<file path="src/rtl/demux_1x2_stream.sv">
`default_nettype none
// ============================================================================
// Module   : demux_1x2_stream
// Brief    : Packet-aware 1-to-2 valid/ready stream demultiplexer with a
//            one-entry register stage per output and per-output packet counts.
// Revision : 1.0 - initial release
// ============================================================================
module demux_1x2_stream #(
    parameter int DATA_W = 8,
    parameter int CNT_W  = 16
) (
    input  logic              clk,
    input  logic              rst_n,

    input  logic              s_valid,
    output logic              s_ready,
    input  logic [DATA_W-1:0] s_data,
    input  logic              s_last,
    input  logic              s_sel,

    output logic              m0_valid,
    input  logic              m0_ready,
    output logic [DATA_W-1:0] m0_data,
    output logic              m0_last,

    output logic              m1_valid,
    input  logic              m1_ready,
    output logic [DATA_W-1:0] m1_data,
    output logic              m1_last,

    output logic              busy,
    output logic [CNT_W-1:0]  pkt_cnt0,
    output logic [CNT_W-1:0]  pkt_cnt1
);

    typedef enum logic [1:0] {
        ST_IDLE = 2'd0,
        ST_PKT0 = 2'd1,
        ST_PKT1 = 2'd2
    } state_t;

    state_t              state_q,    state_d;
    logic                m0_valid_q, m0_valid_d;
    logic [DATA_W-1:0]   m0_data_q,  m0_data_d;
    logic                m0_last_q,  m0_last_d;
    logic                m1_valid_q, m1_valid_d;
    logic [DATA_W-1:0]   m1_data_q,  m1_data_d;
    logic                m1_last_q,  m1_last_d;
    logic [CNT_W-1:0]    pkt_cnt0_q, pkt_cnt0_d;
    logic [CNT_W-1:0]    pkt_cnt1_q, pkt_cnt1_d;

    logic route;
    logic accept;
    logic load0;
    logic load1;

    always_comb begin
        route   = 1'b0;
        s_ready = 1'b0;
        accept  = 1'b0;
        load0   = 1'b0;
        load1   = 1'b0;

        // The route comes from s_sel only on a packet's first beat.
        route   = (state_q == ST_IDLE) ? s_sel : (state_q == ST_PKT1);
        // Only the selected output's register gates the input.
        s_ready = route ? (~m1_valid_q | m1_ready) : (~m0_valid_q | m0_ready);
        accept  = s_valid & s_ready;
        load0   = accept & ~route;
        load1   = accept &  route;
    end

    always_comb begin
        state_d    = state_q;
        m0_valid_d = load0 | (m0_valid_q & ~m0_ready);
        m0_data_d  = load0 ? s_data : m0_data_q;
        m0_last_d  = load0 ? s_last : m0_last_q;
        m1_valid_d = load1 | (m1_valid_q & ~m1_ready);
        m1_data_d  = load1 ? s_data : m1_data_q;
        m1_last_d  = load1 ? s_last : m1_last_q;
        pkt_cnt0_d = pkt_cnt0_q;
        pkt_cnt1_d = pkt_cnt1_q;

        if (accept) begin
            if (s_last) begin
                state_d = ST_IDLE;
                if (route) begin
                    pkt_cnt1_d = pkt_cnt1_q + CNT_W'(1);
                end else begin
                    pkt_cnt0_d = pkt_cnt0_q + CNT_W'(1);
                end
            end else if (state_q == ST_IDLE) begin
                state_d = route ? ST_PKT1 : ST_PKT0;
            end
        end
    end

    always_ff @(posedge clk or negedge rst_n) begin
        if (!rst_n) begin
            state_q    <= ST_IDLE;
            m0_valid_q <= 1'b0;
            m0_data_q  <= '0;
            m0_last_q  <= 1'b0;
            m1_valid_q <= 1'b0;
            m1_data_q  <= '0;
            m1_last_q  <= 1'b0;
            pkt_cnt0_q <= '0;
            pkt_cnt1_q <= '0;
        end else begin
            state_q    <= state_d;
            m0_valid_q <= m0_valid_d;
            m0_data_q  <= m0_data_d;
            m0_last_q  <= m0_last_d;
            m1_valid_q <= m1_valid_d;
            m1_data_q  <= m1_data_d;
            m1_last_q  <= m1_last_d;
            pkt_cnt0_q <= pkt_cnt0_d;
            pkt_cnt1_q <= pkt_cnt1_d;
        end
    end

    assign m0_valid = m0_valid_q;
    assign m0_data  = m0_data_q;
    assign m0_last  = m0_last_q;
    assign m1_valid = m1_valid_q;
    assign m1_data  = m1_data_q;
    assign m1_last  = m1_last_q;
    assign busy     = (state_q != ST_IDLE);
    assign pkt_cnt0 = pkt_cnt0_q;
    assign pkt_cnt1 = pkt_cnt1_q;

endmodule
`default_nettype wire

</file>
<file path="config.mk">
export PLATFORM = sky130hd
export DESIGN_NAME = demux_1x2_stream
export DESIGN_NICKNAME = d
export VERILOG_FILES = /design/src/rtl/demux_1x2_stream.sv
export SDC_FILE = /design/constraint.sdc
export NUM_CORES = 1
export LEC_CHECK = 0
export BUFFER_PORTS_ARGS = -buffer_cell sky130_fd_sc_hd__buf_4
export CORE_MARGIN = 3
export CORE_UTILIZATION = 50
export DETAILED_ROUTE_END_ITERATION = 12
export PLACE_DENSITY = 0.84
export SLEW_MARGIN = 20
export SYNTH_ARGS = -nofsm -noshare
export SYNTH_HDL_FRONTEND = slang
export SYNTH_SLANG_ARGS = --single-unit
</file>
<file path="constraint.sdc">
create_clock -name clk -period 4.8 [get_ports clk]
set_input_delay 0.96 -clock clk [delete_from_list [all_inputs] [get_ports clk]]
set_output_delay 0.96 -clock clk [all_outputs]
set_load 0.01 [all_outputs]
</file>
==> impl_metrics.json, run 1 <==
{
  "outcome": "completed",
  "period_share_pct": 61.42,
  "whs_path_depth": 1,
  "grt_first_pass_wirelength_um": 7797,
  "reg2reg_slack_ns": 2.62,
  "wire_per_inst_um": 14.98,
  "worstSkewPairLatency_ns": 0.30,
  "critPathBufInv": 2,
  "power.density_nw_per_um2": 465.2,
  "nNetsFinal": 277,
  "vdd_drop_max_v": 0.0002770,
  "tns_ns": 0,
  "synth_top_area_share_pct": 58.16,
  "setup_viol": 0,
  "cts_buffer_depth": 2,
  "yosysTopAreaCell": "dfrtp_1",
  "criticalPathCategory": "in2out",
  "dieArea_um2": 5501,
  "cts_resized": 0,
  "clockRootBuffer": "clkbuf_8",
  "leakage_uw": 0.001490,
  "final_cell_mix": "buf_4, dfrtp_1, xor2_1, mux2_2, nand2_1",
  "ant_nets": 0,
  "grt_pass1_vias": 1699,
  "grt_max_degree": 55,
  "initial_core_util_pct": 52.64,
  "layoutNonFillerInstCount": 312,
  "diodes": 0,
  "overflow": 0,
  "gp_congestion": 0.8181,
  "placed_cells": 305,
  "die_y_um": 74.17,
  "p_sw_uw": 433.8,
  "relSlewSlack_pct": 54.40,
  "pin_count": 69,
  "synth-edff-count": 0,
  "drt_iter0_drc": 65,
  "mostFrequentLayoutCell": "buf_4",
  "synth.area.top_cells": "dfrtp_1, mux2_2, xor2_1",
  "clock.fmax_ghz": 0.3392,
  "clk_pin_slew_ns": 0.08,
  "die_w_um": 74.17,
  "crit_slowest_cell": "mux2_2",
  "cts_tree": "built",
  "reg2reg_depth": 4,
  "vias": 1684,
  "cp_common_cell": "buf_4",
  "viasPerCell": 5.397,
  "maxCapViolations": 0,
  "fin_skew_ns": 0.008268,
  "synth_seq_area_share_pct": 58.16,
  "min_path_type": "reg2reg",
  "hpwl_um": 3532,
  "critical_path_required_ns": 3.84,
  "postSynthAreaPerCell_um2": 12.16,
  "end_kind": "output port",
  "rsz0062_at_grt": "false",
  "finalHoldViolCount": 0,
  "ys.flop_type": "dfrtp_1",
  "htreeDepth": 2,
  "remaining_drc_errors": 0,
  "p_sw_share_pct": 31.73,
  "crit_cells": 4,
  "path_delay_family": "multiplexers",
  "async_flop_share_pct": 100.0,
  "r2r_start": "state_q[1]$_DFFE_PN0P_",
  "p_int_uw": 933.5,
  "cts_sinks": 54,
  "hold_path_end": "pkt_cnt0[15]$_DFFE_PN0P_",
  "worstPathMaxFanout": 5,
  "area_delta_synth_final_pct": 26.49,
  "cts_setup_buffers": 0,
  "tightestPinTransition_ns": 0.6821,
  "firstDrtPassIters": 4,
  "core_um2": 4414,
  "p_seq_share_pct": 48.7,
  "critPathArrivalTime_ns": 1.99,
  "cts_made_buffers": 5,
  "startpoint_type": "primary input",
  "reg2reg_to": "pkt_cnt0[12]$_DFFE_PN0P_",
  "hold_buffers": 0,
  "antenna_found_initial": 0,
  "synth_area_um2": 2323,
  "synth_cells": 191,
  "p_comb_share_pct": 34.4,
  "crit_chain": "buf_4 -> o21bai_1 -> mux2_2 -> buf_4",
  "min_from": "pkt_cnt0[15]$_DFFE_PN0P_",
  "slowest_delay_ns": 0.40,
  "drv_slew": 0,
  "drive_gt1_share_pct": 37.31,
  "min_period_ns": 2.948,
  "port-buffer-count": 68,
  "ys_seq_elements": 54,
  "clockPowerShare_pct": 16.9,
  "num_rows": 24,
  "syn_nets": 208,
  "drt_wl_total_um": 4675,
  "yosysUniqueCellTypes": 29,
  "grt.total_usage_pct": 18.47,
  "ys_warn_count": 0
}
[sequential cells by signal, indices dropped and copies added, names as in the netlist]
signal,flops
m0_data,8
m0_last,1
m0_valid,1
m1_data,8
m1_last,1
m1_valid,1
pkt_cnt0,16
pkt_cnt1,16
state_q,2
[per-layer routing]
metal | part of all wire [%] | up-vias | GRT usage, %
met5 | 0 | - | 0
met4 | 1.4 | 0 | 6.640
met3 | 5.7 | 5 | 3.919
met2 | 53 | 42 | 32.97
met1 | 40 | 835 | 21.90
li1 | - | 802 | -
[layout make-up]
class	instances	area, um^2
Fill cell	345	1475
Clock buffer	7	76.32
Inverter	5	18.77
Multi-Input combinational cell	126	917.1
Tap cell	52	65.06
Sequential cell	54	1351
Timing Repair Buffer	68	510.5
[synth_stat cells, types with 2 or more instances]
library cell	instances
nand3_1	8
nand4_1	7
nand2_1	16
and3_1	4
mux2_2	19
clkbuf_1	2
nor4_1	12
nor3_1	9
dfrtp_1	54
ha_1	2
or2_2	2
buf_2	2
inv_1	5
xnor2_1	10
xor2_1	20
nor2_1	5
nand2b_1	2
[through the flow]
stage	hold WS [ns]	cell area, um^2	setup slack, ns	power, uW	util [%]
2_1_floorplan	0.5039	2323	2.185	897.8	-
3_3_place_gp	0.4567	2863	1.904	1137	64.85
3_5_place_dp	0.4734	2863	1.861	1154	64.85
4_1_cts	0.4850	2939	1.860	1386	66.58
5_1_grt	0.4922	2939	1.812	1459	66.58
6_report	0.4755	2939	1.852	1367	66.58
[worst register-to-register path, cell delays in order (launching register included)]
cell and delay (ns):
dfrtp_1 0.43, o21bai_1 0.36, nand3_1 0.59, nor4_1 0.54, xor2_1 0.18
[worst max path at each step]
stage,start,endpoint
floorplan,s_sel,s_ready
global placement,s_sel,s_ready
detailed placement,s_sel,s_ready
CTS,s_sel,s_ready
global route,s_sel,s_ready
finish,s_sel,s_ready
[logic make-up (layout without fill, tap and decap cells)]
family | Yosys count | after routing | share of synthesized area, %
buf+inv | 11 | 80 | 2.370
flops | 54 | 54 | 58.16
xor+xnor | 30 | 30 | 11.31
simple gates | 69 | 69 | 15.94
mux | 19 | 19 | 9.209
fa+ha+maj | 2 | 2 | 1.077
compound gates | 6 | 6 | 1.939
[power groups by stage]
stage / combinational [uW] / clock (uW) / sequential (uW)
CTS: 480 / 239 / 666
floorplan: 184 / 0 / 714
detailed placement: 480 / 0 / 675
global route: 512 / 261 / 686
global placement: 465 / 0 / 672
finish: 471 / 231 / 666
Note: power is estimated with default switching activity, not from simulation.
==> run 2, diff against run 1 <==
==> constraint.sdc (replaced) <==
create_clock -name clk -period 3 [get_ports clk]
set_input_delay 0.6 -clock clk [delete_from_list [all_inputs] [get_ports clk]]
set_output_delay 0.6 -clock clk [all_outputs]
set_load 0.01 [all_outputs]
==> run 2 against run 1 <==
Worst setup slack got worse by 1.1 ns. Largest cell class unchanged. Clock power rose by 140%. Cell count rose by 0.64%. Combinational power rose by 61%. Die area did not move. Clock-buffer cell count fell by 2. Sequential cell count did not move. Hold slack got worse by 0.15 ns.
==> impl_metrics.json, run 2 (synthesis results as in run 1) <==
{
  "firstDrtPassIters": 4,
  "remaining_drc_errors": 0,
  "leakage_uw": 0.001525,
  "rsz0062_at_grt": "false",
  "relSlewSlack_pct": 56.08,
  "die_w_um": 74.17,
  "drt_iter0_drc": 80,
  "ant_nets": 0,
  "antenna_found_initial": 0,
  "critical_path_required_ns": 2.40,
  "vias": 1675,
  "cts_resized": 0,
  "mostFrequentLayoutCell": "buf_4",
  "num_rows": 24,
  "finalHoldViolCount": 0,
  "period_share_pct": 73.61,
  "layout_setup_ws_ns": 0.7918,
  "overflow": 0,
  "clockRootBuffer": "clkbuf_8",
  "cts_made_buffers": 5,
  "criticalPathCategory": "reg2out",
  "maxCapViolations": 0,
  "critPathArrivalTime_ns": 1.61,
  "area_delta_synth_final_pct": 29.46,
  "cts_tree": "built",
  "drive_gt1_share_pct": 38.55,
  "vdd_drop_max_v": 0.0004929,
  "pre_cts_slack_ns": 0.7987,
  "htreeDepth": 2,
  "min_period_ns": 2.208,
  "cts_setup_buffers": 0,
  "utilization_pct": 68.14,
  "end_kind": "output port",
  "grt_pass1_vias": 1657,
  "clock.fmax_ghz": 0.4529,
  "cts_sinks": 54,
  "power_uw": 2391,
  "layoutNonFillerInstCount": 314,
  "worstSkewPairLatency_ns": 0.30,
  "cts_buffer_depth": 2,
  "outcome": "completed",
  "gp_congestion": 0.8180,
  "nNetsFinal": 278,
  "reg2reg_depth": 4,
  "fin_skew_ns": 0.007839,
  "viasPerCell": 5.334,
  "clk_pin_slew_ns": 0.09,
  "grt_max_degree": 55,
  "worstPathMaxFanout": 5,
  "power.density_nw_per_um2": 794.9,
  "final_cell_mix": "buf_4, dfrtp_1, xor2_1, mux2_2, nand2_1",
  "tightestPinTransition_ns": 0.6588,
  "startpoint_type": "flop",
  "tns_ns": 0,
  "hold_buffers": 0,
  "initial_core_util_pct": 52.64,
  "drt_wl_total_um": 4709,
  "hpwl_um": 3427,
  "wire_per_inst_um": 15.00,
  "grt.total_usage_pct": 18.19,
  "die_y_um": 74.17,
  "grt_first_pass_wirelength_um": 7755,
  "core_um2": 4414,
  "min_path_type": "in2async",
  "dieArea_um2": 5501,
  "drv_slew": 0,
  "setup_viol": 0,
  "placed_cells": 306,
  "port-buffer-count": 68,
  "pin_count": 69,
  "diodes": 0
}
run 2: metal layers:
metal	part of all wire (%)	up-vias	wire, um	track usage (%)
met5	0	-	0	0
li1	-	802	-	-
met4	1.0	0	47	4.829
met3	5.0	4	237	3.784
met2	51	41	2383	29.82
met1	43	828	2040	24.76
run 2: through the flow:
| stage | hold slack [ns] | instance area (um^2) |
|---|---|---|
| 2_1_floorplan | 0.3044 | 2323 |
| 3_3_place_gp | 0.4570 | 2870 |
| 3_5_place_dp | 0.4628 | 2870 |
| 4_1_cts | 0.3462 | 3008 |
| 5_1_grt | 0.3796 | 3008 |
| 6_report | 0.3227 | 3008 |
run 2: cell type report:
type | instances | area (um^2)
sequential | 54 | 1351
timing repair buffer | 69 | 518.0
multi-input combinational | 126 | 917.1
clock inverter | 3 | 68.82
inverter | 5 | 18.77
tap | 52 | 65.06
fill | 352 | 1406
clock buffer | 5 | 68.82
run 2: path summary, 6_finish.rpt:
path                                     startpoint                        to  slack (ns)
setup reg to reg             state_q[1]$_DFFE_PN0P_  pkt_cnt0[15]$_DFFE_PN0P_        1.20
setup / recovery             state_q[1]$_DFFE_PN0P_                   s_ready        0.79
max in group asynchronous                     rst_n   pkt_cnt0[5]$_DFFE_PN0P_        2.23
hold reg to reg            pkt_cnt1[15]$_DFFE_PN0P_  pkt_cnt1[15]$_DFFE_PN0P_        0.47
hold / removal                                rst_n  pkt_cnt1[14]$_DFFE_PN0P_        0.32
min in group clk           pkt_cnt1[15]$_DFFE_PN0P_  pkt_cnt1[15]$_DFFE_PN0P_        0.47
run 2: where the power goes:
group	leakage, uW	switching [uW]	internal, uW	total (uW)
registers	0.000669	157	916	1070
clock network	0.0000683	228	334	562
logic	0.000788	338	418	756
total	0.00152	722	1670	2390
run 2: critical path: stages (launching register included):
cell      delay (ns)
dfrtp_1         0.43
o21bai_1        0.34
mux2_2          0.39
buf_4           0.15
